===== config.mk =====
export PLATFORM = sky130hd
export DESIGN_NAME = timer_scheduler
export DESIGN_NICKNAME = d
export VERILOG_FILES = /design/src/rtl/timer_pkg.sv /design/src/rtl/timer.sv /design/src/rtl/timer_scheduler_rr_arbiter.sv /design/src/rtl/timer_scheduler.sv
export SDC_FILE = /design/constraint.sdc
export NUM_CORES = 1
export LEC_CHECK = 0
export BUFFER_PORTS_ARGS = -buffer_cell sky130_fd_sc_hd__buf_2
export CORE_ASPECT_RATIO = 0.7
export CORE_MARGIN = 3
export CORE_UTILIZATION = 54
export CTS_CLUSTER_DIAMETER = 50
export DETAILED_ROUTE_END_ITERATION = 16
export PLACE_DENSITY_LB_ADDON = 0.25
export SLEW_MARGIN = 10
export SYNTH_ARGS = -nofsm -noshare
export SYNTH_HDL_FRONTEND = slang
export SYNTH_SLANG_ARGS = --single-unit

===== constraint.sdc =====
create_clock -name clk -period 2.8 [get_ports clk]
set_input_delay 0.14 -clock clk [delete_from_list [all_inputs] [get_ports clk]]
set_output_delay 0.14 -clock clk [all_outputs]
set_load 0.05 [all_outputs]

===== src/rtl/timer_pkg.sv =====
// Shared constants for the timer scheduler: channel modes and default sizing.
// No logic; pure declarations.
// No flow control.
package timer_pkg;

    localparam logic MODE_ONESHOT  = 1'b0;
    localparam logic MODE_PERIODIC = 1'b1;

    localparam int TICK_DIV_DEF = 100_000;
    localparam int PERIOD_W_DEF = 16;

endpackage


===== src/rtl/timer.sv =====
// Prescaler: emits a one-cycle tick every div_value clocks, first tick div_value cycles after reset.
// Latency: tick is decoded straight from the counter register.
// No backpressure; free-running.
module timer #(
    parameter int unsigned div_value = 100_000
) (
    input  logic clk_i,
    input  logic rst_i,
    output logic tick_o
);

    localparam int CW = (div_value > 1) ? $clog2(div_value) : 1;

    logic [CW-1:0] cnt_q;
    logic [CW-1:0] cnt_d;

    assign tick_o = (cnt_q == CW'(div_value - 1));

    always_comb begin
        cnt_d = cnt_q + CW'(1);
        if (tick_o) begin
            cnt_d = '0;
        end
    end

    always_ff @(posedge clk_i or posedge rst_i) begin
        if (rst_i) begin
            cnt_q <= '0;
        end else begin
            cnt_q <= cnt_d;
        end
    end

endmodule


===== src/rtl/timer_scheduler_rr_arbiter.sv =====
// Round-robin pick: first requester at or after ptr_i, wrapping.
// Latency: combinational.
// No flow control; caller decides when to take the grant.
module rr_arbiter
    import timer_pkg::*;
#(
    parameter int  N  = 4,
    localparam int CW = $clog2(N)
) (
    input  logic [N-1:0]  req_i,
    input  logic [CW-1:0] ptr_i,
    output logic [CW-1:0] gnt_o,
    output logic          gnt_vld_o
);

    logic [CW-1:0] idx;

    // Scan from the farthest candidate back to ptr so the last hit is the winner.
    always_comb begin
        gnt_o     = '0;
        gnt_vld_o = 1'b0;
        idx       = '0;
        for (int k = N - 1; k >= 0; k--) begin
            idx = CW'((int'(ptr_i) + k) % N);
            if (req_i[idx]) begin
                gnt_o     = idx;
                gnt_vld_o = 1'b1;
            end
        end
    end

endmodule


===== src/rtl/timer_scheduler.sv =====
// Multiplexes NUM_CH countdown timers on a shared tick; expiries become pending events sent round-robin.
// Latency: pending set in cycle T -> evt_valid in T+1; at most one event per two cycles.
// Backpressure: evt_valid/evt_ch hold until evt_ready; repeat expiries while pending set overrun.
module timer_scheduler
    import timer_pkg::*;
#(
    parameter int  NUM_CH   = 4,
    parameter int  TICK_DIV = TICK_DIV_DEF,
    parameter int  PERIOD_W = PERIOD_W_DEF,
    localparam int CH_W     = $clog2(NUM_CH)
) (
    input  logic                clk,
    input  logic                rst,
    input  logic                cfg_we,
    input  logic [CH_W-1:0]     cfg_ch,
    input  logic                cfg_en,
    input  logic                cfg_mode,
    input  logic [PERIOD_W-1:0] cfg_period,
    output logic                evt_valid,
    output logic [CH_W-1:0]     evt_ch,
    input  logic                evt_ready,
    output logic [NUM_CH-1:0]   active,
    output logic [NUM_CH-1:0]   overrun,
    input  logic                ovr_clr
);

    logic tick;

    timer #(
        .div_value(TICK_DIV)
    ) u_presc (
        .clk_i (clk),
        .rst_i (~rst),
        .tick_o(tick)
    );

    logic [NUM_CH-1:0]   active_q, active_d;
    logic [NUM_CH-1:0]   mode_q, mode_d;
    logic [NUM_CH-1:0]   pend_q, pend_d;
    logic [NUM_CH-1:0]   ovr_q, ovr_d;
    logic [PERIOD_W-1:0] period_q [NUM_CH];
    logic [PERIOD_W-1:0] period_d [NUM_CH];
    logic [PERIOD_W-1:0] remain_q [NUM_CH];
    logic [PERIOD_W-1:0] remain_d [NUM_CH];

    logic                evt_valid_q, evt_valid_d;
    logic [CH_W-1:0]     evt_ch_q, evt_ch_d;
    logic [CH_W-1:0]     ptr_q, ptr_d;

    logic                hs;
    logic [NUM_CH-1:0]   cfg_hit;
    logic [NUM_CH-1:0]   hs_ch;
    logic [CH_W-1:0]     gnt;
    logic                gnt_vld;

    assign hs = evt_valid_q & evt_ready;

    rr_arbiter #(
        .N(NUM_CH)
    ) u_arb (
        .req_i    (pend_q),
        .ptr_i    (ptr_q),
        .gnt_o    (gnt),
        .gnt_vld_o(gnt_vld)
    );

    // An arm with period 0 is not a write at all, so it cannot mask a same-cycle expiry.
    always_comb begin
        active_d = active_q;
        mode_d   = mode_q;
        pend_d   = pend_q;
        ovr_d    = ovr_q;
        period_d = period_q;
        remain_d = remain_q;
        cfg_hit  = '0;
        hs_ch    = '0;
        for (int i = 0; i < NUM_CH; i++) begin
            cfg_hit[i] = cfg_we && (cfg_ch == CH_W'(i)) && !(cfg_en && (cfg_period == '0));
            hs_ch[i]   = hs && (evt_ch_q == CH_W'(i));
            if (hs_ch[i]) begin
                pend_d[i] = 1'b0;
            end
            if (ovr_clr) begin
                ovr_d[i] = 1'b0;
            end
            if (cfg_hit[i]) begin
                pend_d[i] = 1'b0;
                if (cfg_en) begin
                    active_d[i] = 1'b1;
                    mode_d[i]   = cfg_mode;
                    period_d[i] = cfg_period;
                    remain_d[i] = cfg_period;
                end else begin
                    active_d[i] = 1'b0;
                    remain_d[i] = '0;
                end
            end else if (tick && active_q[i]) begin
                if (remain_q[i] == PERIOD_W'(1)) begin
                    pend_d[i] = 1'b1;
                    if (pend_q[i] && !hs_ch[i]) begin
                        ovr_d[i] = 1'b1;
                    end
                    if (mode_q[i] == MODE_PERIODIC) begin
                        remain_d[i] = period_q[i];
                    end else begin
                        active_d[i] = 1'b0;
                        remain_d[i] = '0;
                    end
                end else begin
                    remain_d[i] = remain_q[i] - PERIOD_W'(1);
                end
            end
        end
    end

    // Arbitrate only when idle; a presented event is frozen until accepted.
    always_comb begin
        evt_valid_d = evt_valid_q;
        evt_ch_d    = evt_ch_q;
        ptr_d       = ptr_q;
        if (hs) begin
            evt_valid_d = 1'b0;
            ptr_d       = (evt_ch_q == CH_W'(NUM_CH - 1)) ? '0 : evt_ch_q + CH_W'(1);
        end else if (!evt_valid_q && gnt_vld) begin
            evt_valid_d = 1'b1;
            evt_ch_d    = gnt;
        end
    end

    always_ff @(posedge clk or negedge rst) begin
        if (!rst) begin
            active_q    <= '0;
            mode_q      <= '0;
            pend_q      <= '0;
            ovr_q       <= '0;
            evt_valid_q <= 1'b0;
            evt_ch_q    <= '0;
            ptr_q       <= '0;
            for (int i = 0; i < NUM_CH; i++) begin
                period_q[i] <= '0;
                remain_q[i] <= '0;
            end
        end else begin
            active_q    <= active_d;
            mode_q      <= mode_d;
            pend_q      <= pend_d;
            ovr_q       <= ovr_d;
            evt_valid_q <= evt_valid_d;
            evt_ch_q    <= evt_ch_d;
            ptr_q       <= ptr_d;
            for (int i = 0; i < NUM_CH; i++) begin
                period_q[i] <= period_d[i];
                remain_q[i] <= remain_d[i];
            end
        end
    end

    assign evt_valid = evt_valid_q;
    assign evt_ch    = evt_ch_q;
    assign active    = active_q;
    assign overrun   = ovr_q;

endmodule

Word-level counts from Yosys, hierarchy flattened
Cells that the tools add are included.

operators by class
  add/subtract/negate cells = 9
  magnitude comparators = 4
  eq/ne operators = 15
  multiplexer cells = 90
  bitwise logic cells = 2
  reductions and logical operators = 49

operator list
  cell                                                        count
  2-to-1 mux 16 bit                                           17
  equality test 16 x 1 -> 1 bit, second input constant        4
  subtractor 16 x 1 -> 16 bit, second input constant          4
  2-to-1 mux 1 bit                                            63
  logical AND 1 bit                                           22
  nonzero test 2 bit                                          9
  adder 17 x 1 -> 17 bit, second input constant               1
  equality test 17 bit, second input constant                 1
  2-to-1 mux 17 bit                                           1
  logical NOT 16 bit                                          1
  less-than comparator 2 x 3 -> 1 bit, second input constant  4
  AND reduction 3 bit                                         4
  2-to-1 mux 2 bit                                            5
  AND reduction 2 bit                                         5
  binary-select mux 1 bit (select 2 bit)                      4
  equality test 2 bit, second input constant                  4
  != test 2 x 1 -> 1 bit, second input constant               4
  logical NOT 1 bit                                           6
  adder 2 x 1 -> 2 bit, second input constant                 2
  adder 2 bit, second input constant                          2
  equality test 2 x 1 -> 1 bit, second input constant         2
  logical NOT 2 bit                                           2
  bitwise AND 1 bit                                           1
  inverter 1 bit                                              1

word-level totals
  flip-flop bits (word level) = 166
  input bits = 25
  output and inout bits = 11
  word-level logic and storage cells = 191

Longest topological paths before layout
  word-level depth = 10
  gate-level depth with buffers = 10
  mapped depth without buffers = 8

By module
Synthesis repeated with hierarchy kept, for this count alone.

unflattened totals
  cell total of the unflattened synthesis = 1069
  area total of the unflattened synthesis = 9593.0 um^2

modules (own cells, without submodules)
  module           instances  cells an instance  area each (um^2)  sequential area each (um^2)
  timer_scheduler  1          981                8689.6            3728.6
  timer            1          75                 825.8             425.4
  rr_arbiter       1          13                 77.6              0.0

Worst setup path after synthesis
Ideal clock, no wire load.

  kind = reg-to-reg
  from = register remain_q[38] (netlist bit)
  to = register remain_q[47] (netlist bit)
  arrival = 2.240 ns
  data required time = 2.673 ns
  path slack = 0.433 ns
  cell stages (with the launch flop) = 8
  buffers on the path = 1
  clock period less this slack = 2.367 ns
  cells stage by stage = dfrtp_1 -> or4_4 -> or3_1 -> buf_6 -> or4_4 -> a32oi_1 -> o31a_1 -> o21ai_1

between the ends
  longest elaborated chain between the ends = 4
  elaborated cells between the ends (all ways) = 5

ends and longest elaborated chain
  what                                                                          RTL line                                       text
  from (decl)                                                                   timer_scheduler.sv:43                          logic [PERIOD_W-1:0] remain_q [NUM_CH];
  from (signal, indexed assignment)                                             timer_scheduler.sv:153                         remain_q[i] <= remain_d[i];
  subtractor 16 x 1 -> 16 bit or equality test 16 x 1 -> 1 bit (tied branches)  timer_scheduler.sv:110, timer_scheduler.sv:98
  2-to-1 mux 16 bit *                                                           timer_scheduler.sv:98                          if (remain_q[i] == PERIOD_W'(1)) begin
  2-to-1 mux 16 bit *                                                           timer_scheduler.sv:97                          end else if (tick && active_q[i]) begin
  2-to-1 mux 16 bit *                                                           timer_scheduler.sv:86                          if (cfg_hit[i]) begin

Mark *: on every way between the ends. The rest lies on a longest branch, timed or not. The select of a mux whose other input is x is not followed.
A chain may end at the register's enable or synchronous reset.

Worst setup path after layout
  from = register u_presc.cnt_q[5]
  to = register remain_q[8] (netlist bit)

between the ends
  longest elaborated chain between the ends = 3

ends and longest elaborated chain
  what                          RTL line               text
  from (decl)                   timer.sv:14            logic [CW-1:0] cnt_q;
  from (signal assigned)        timer.sv:30            cnt_q <= cnt_d;
  equality test 17 bit          timer.sv:17            assign tick_o = (cnt_q == CW'(div_value - 1));
  logical AND 1 bit             timer_scheduler.sv:97
  nonzero test 2 bit (no line)  --

No other way between the ends.

==> flow_summary.toml <==
[outcome]
outcome = "complete, no violations"

[timing]
skew_ns = 0.01088
rsz0062_at_grt = "false"
finalHoldWorstSlack_ns = 0.03330
setup_viol = 0
timing.setup.tns_ns = 0
max-slew-margin-rel_pct = 42.02
timing.fmax_mhz = 377.0
slew_violations = 0
period_share_pct = 94.74
worstMarginPinSlew_ns = 0.8697
hold_violations = 0
period_needed_ns = 2.653

[cells_and_area]
layout_common_cells = "nand2_1 (254), dfrtp_1 (166), nor2_1 (82), o21ai_0 (69), a21oi_1 (48)"
final_common_cell = "nand2_1"
final_nets = 1134
drive_gt1_share_pct = 10.91
syn_to_final_growth_pct = 13.58
diodes = 0
fin_cells = 1329

[global_route]
grt_pass1_vias = 7628
grt_usage_pct = 28.32
grt_pass1_wl_um = 41110
grt_max_degree = 57
antenna_found_initial = 0
grt.overflow.total = 0

[setup_path]
crit_slowest_cell = "or4b_2"
r2r_setup_slack_ns = 0.15
cp_max_fo = 11
timing.rr.start = "u_presc.cnt_q[5]$_DFF_PN0_"
r2r-end = "remain_q[8]$_DFFE_PN0P_"
worstPathArrival_ns = 2.95
worstPathCellList = "or4b_2 > nor4_4 > buf_4 > nand2_1 > and2_1 > a22oi_1 > o21ai_0"
reg2reg_depth = 7
path_buf_inv = 1
path_class = "flop to flop"
critPathCaptureType = "flop"
startpoint_type = "flop"
crit_family = "simple AND/OR/NAND/NOR gates"
worst_ep_required_time_ns = 3.10
max_stage_delay_ns = 0.77

[hold_path]
worstHoldPathCells = 3
worstHoldEndpoint = "period_q[36]$_DFFE_PN0P_"
hp-start = "cfg_period[4]"
hold_path_class = "primary input to flop"

[placed_design]
port_buffers = 35
globalplace.congestion = 0.8993
dp.cells = 1290
dp_hpwl_um = 16810

[logic_synthesis]
synth_compound_area_share_pct = 16.13
syn_avg_cell_area_um2 = 8.548
synth_edf_count = 0
ys_types = 66
synth.largest_area_cell = "dfrtp_1"
synth-xor-area-share_pct = 4.286
syn_inst = 1052
syn_nets = 1090
ys_ff_latch = 166
synth_top_family_by_area = "simple AND/OR/NAND/NOR gates"
ys.warnings.count = 0
synth-simple-area-share_pct = 27.66
yosys-top-cells-area = "dfrtp_1 (46%), nand2_1 (11%), o21ai_0 (3.8%)"
yosysSeqAreaShare_pct = 46.19
synth_flop_cell = "dfrtp_1"
synthesis.area_um2 = 8992
async_reset_ff_share_pct = 100.0
synthAdderAreaFrac_pct = 1.809
synth.top_cell.area_share_pct = 46.19
muxShareOfSynthArea_pct = 0.8209

[clock_network]
clk_pin_slew_worst_paths_ns = 0.07
cts_max_path_buffers = 2
cts-root-buf = "clkbuf_16"
numCtsBuffers = 17
cts_max_level = 4
clock_latency_ns = 0.43
cts_tree = "done"
cts_sinks = 166

[pwr]
p_leak_uw = 0.004627
powerDensity_nw_per_um2 = 687.4
p_sw_uw = 2197
swShare_pct = 31.29
power_frac_seq_pct = 45.9
power.internal_uw = 4824
comb_power_share_pct = 18.2
peakVddDrop_v = 0.0004180
clkPwrFrac_pct = 35.9

[routing]
first_pass_iters = 6
vias = 8123
routedWlPerCell_um = 19.06
ant_nets = 0
drc_errors = 0
vias_per_cell = 6.112
routed_wl_um = 25330
drt_iter0_markers = 911

[flow_run]
cap_violations = 0

[floorplanning]
core_area_um2 = 15880
die_area_um2 = 18260
pin_count = 36
die-width_um = 160.2
fp.dieH_um = 114.0
initial_core_util_pct = 56.63
rows = 38
## tightest hold or removal path, stage by stage
cell	delay, ns
buf_2	0.15
nand2_1	0.09
nand2_1	0.05
## logic make-up after synthesis
group	Yosys count
AND/OR/NAND/NOR	520
adder cells (fa/ha/maj)	13
buffers and inverters	69
flip-flops	166
AO/OA/AOI/OAI	233
XOR/XNOR	44
multiplexers	7
## state kept, by name, summed over array words and instances, names as in the netlist
register	flops
period_q	64
remain_q	64
u_presc.cnt_q	17
active	4
mode_q	4
overrun	4
pend_q	4
evt_ch	2
ptr_q	2
evt_valid	1
## synth_stat cells, types with 4 or more instances
cell type / number
and3_1: 17
o31ai_1: 7
nand2b_1: 5
o21ai_1: 4
or3_1: 18
mux2i_1: 4
dfrtp_1: 166
a21oi_1: 48
nand4_1: 14
buf_2: 10
nand3_1: 43
nor4_1: 18
a311oi_1: 6
inv_1: 19
and4_1: 6
nor3_1: 14
nor4b_1: 4
clkbuf_1: 37
or4_1: 6
o211ai_1: 14
ha_1: 13
and2_1: 8
nand2_1: 254
a22oi_1: 13
a31oi_1: 33
xnor2_1: 26
o31a_1: 4
nor2_1: 82
o21ai_0: 69
a21boi_0: 4
nor2b_1: 4
a32oi_1: 4
xor2_1: 18
## per-stage QoR
step                utilization (%)  worst slack (ns)  cell area (um^2)  total power, uW
finish                        64.32            0.1472             10210             7021
global route                  64.32           0.04144             10210             7385
CTS                           64.09           0.04936             10180             7008
detailed placement            59.97           0.07400              9523             4485
global placement              59.97            0.1321              9523             4447
floorplan                         -            0.4331              8992             4038
## what timing repair did
action                                  CTS  global route
hold buffers                              3             0
setup buffers                             0             4
gates resized for setup                   0             1
endpoints found under the setup margin    0            14
hold endpoints to repair                 48             0
## metal layers
layer / routed length [um] / GRT usage [%]
met5: 0 / 0
met4: 655 / 8.786
met3: 2801 / 9.583
met2: 10440 / 39.58
met1: 11430 / 41.59
## worst max-delay path by stage
stage	end	depth (start not counted)	slack, ns	startpoint
floorplan	remain_q[47]$_DFFE_PN0P_	7	0.43	remain_q[38]$_DFFE_PN0P_
finish	remain_q[8]$_DFFE_PN0P_	7	0.15	u_presc.cnt_q[5]$_DFF_PN0_
CTS	remain_q[8]$_DFFE_PN0P_	6	0.05	u_presc.cnt_q[5]$_DFF_PN0_
global placement	remain_q[8]$_DFFE_PN0P_	7	0.13	cfg_period[9]
detailed placement	remain_q[8]$_DFFE_PN0P_	7	0.07	cfg_period[9]
global route	active[2]$_DFFE_PN0P_	6	0.04	u_presc.cnt_q[14]$_DFF_PN0_
## final cells by class
| type | count | area (um^2) |
|---|---|---|
| Sequential cell | 166 | 4154 |
| Tap cell | 220 | 275.3 |
| Inverter | 19 | 71.32 |
| Fill cell | 1372 | 5667 |
| Clock buffer | 20 | 446.7 |
| Timing Repair Buffer | 75 | 514.2 |
| Clock inverter | 12 | 177.7 |
| Multi-Input combinational cell | 817 | 4574 |
## power groups by stage
stage / combinational, uW / sequential, uW / clock [uW]
after global placement: 1220 / 3230 / 0
after detailed placement: 1250 / 3230 / 0
after floorplan: 876 / 3160 / 0
final: 1270 / 3220 / 2520
after CTS: 1270 / 3200 / 2540
after global routing: 1440 / 3280 / 2660
Note: power is estimated with default switching activity, not from simulation.
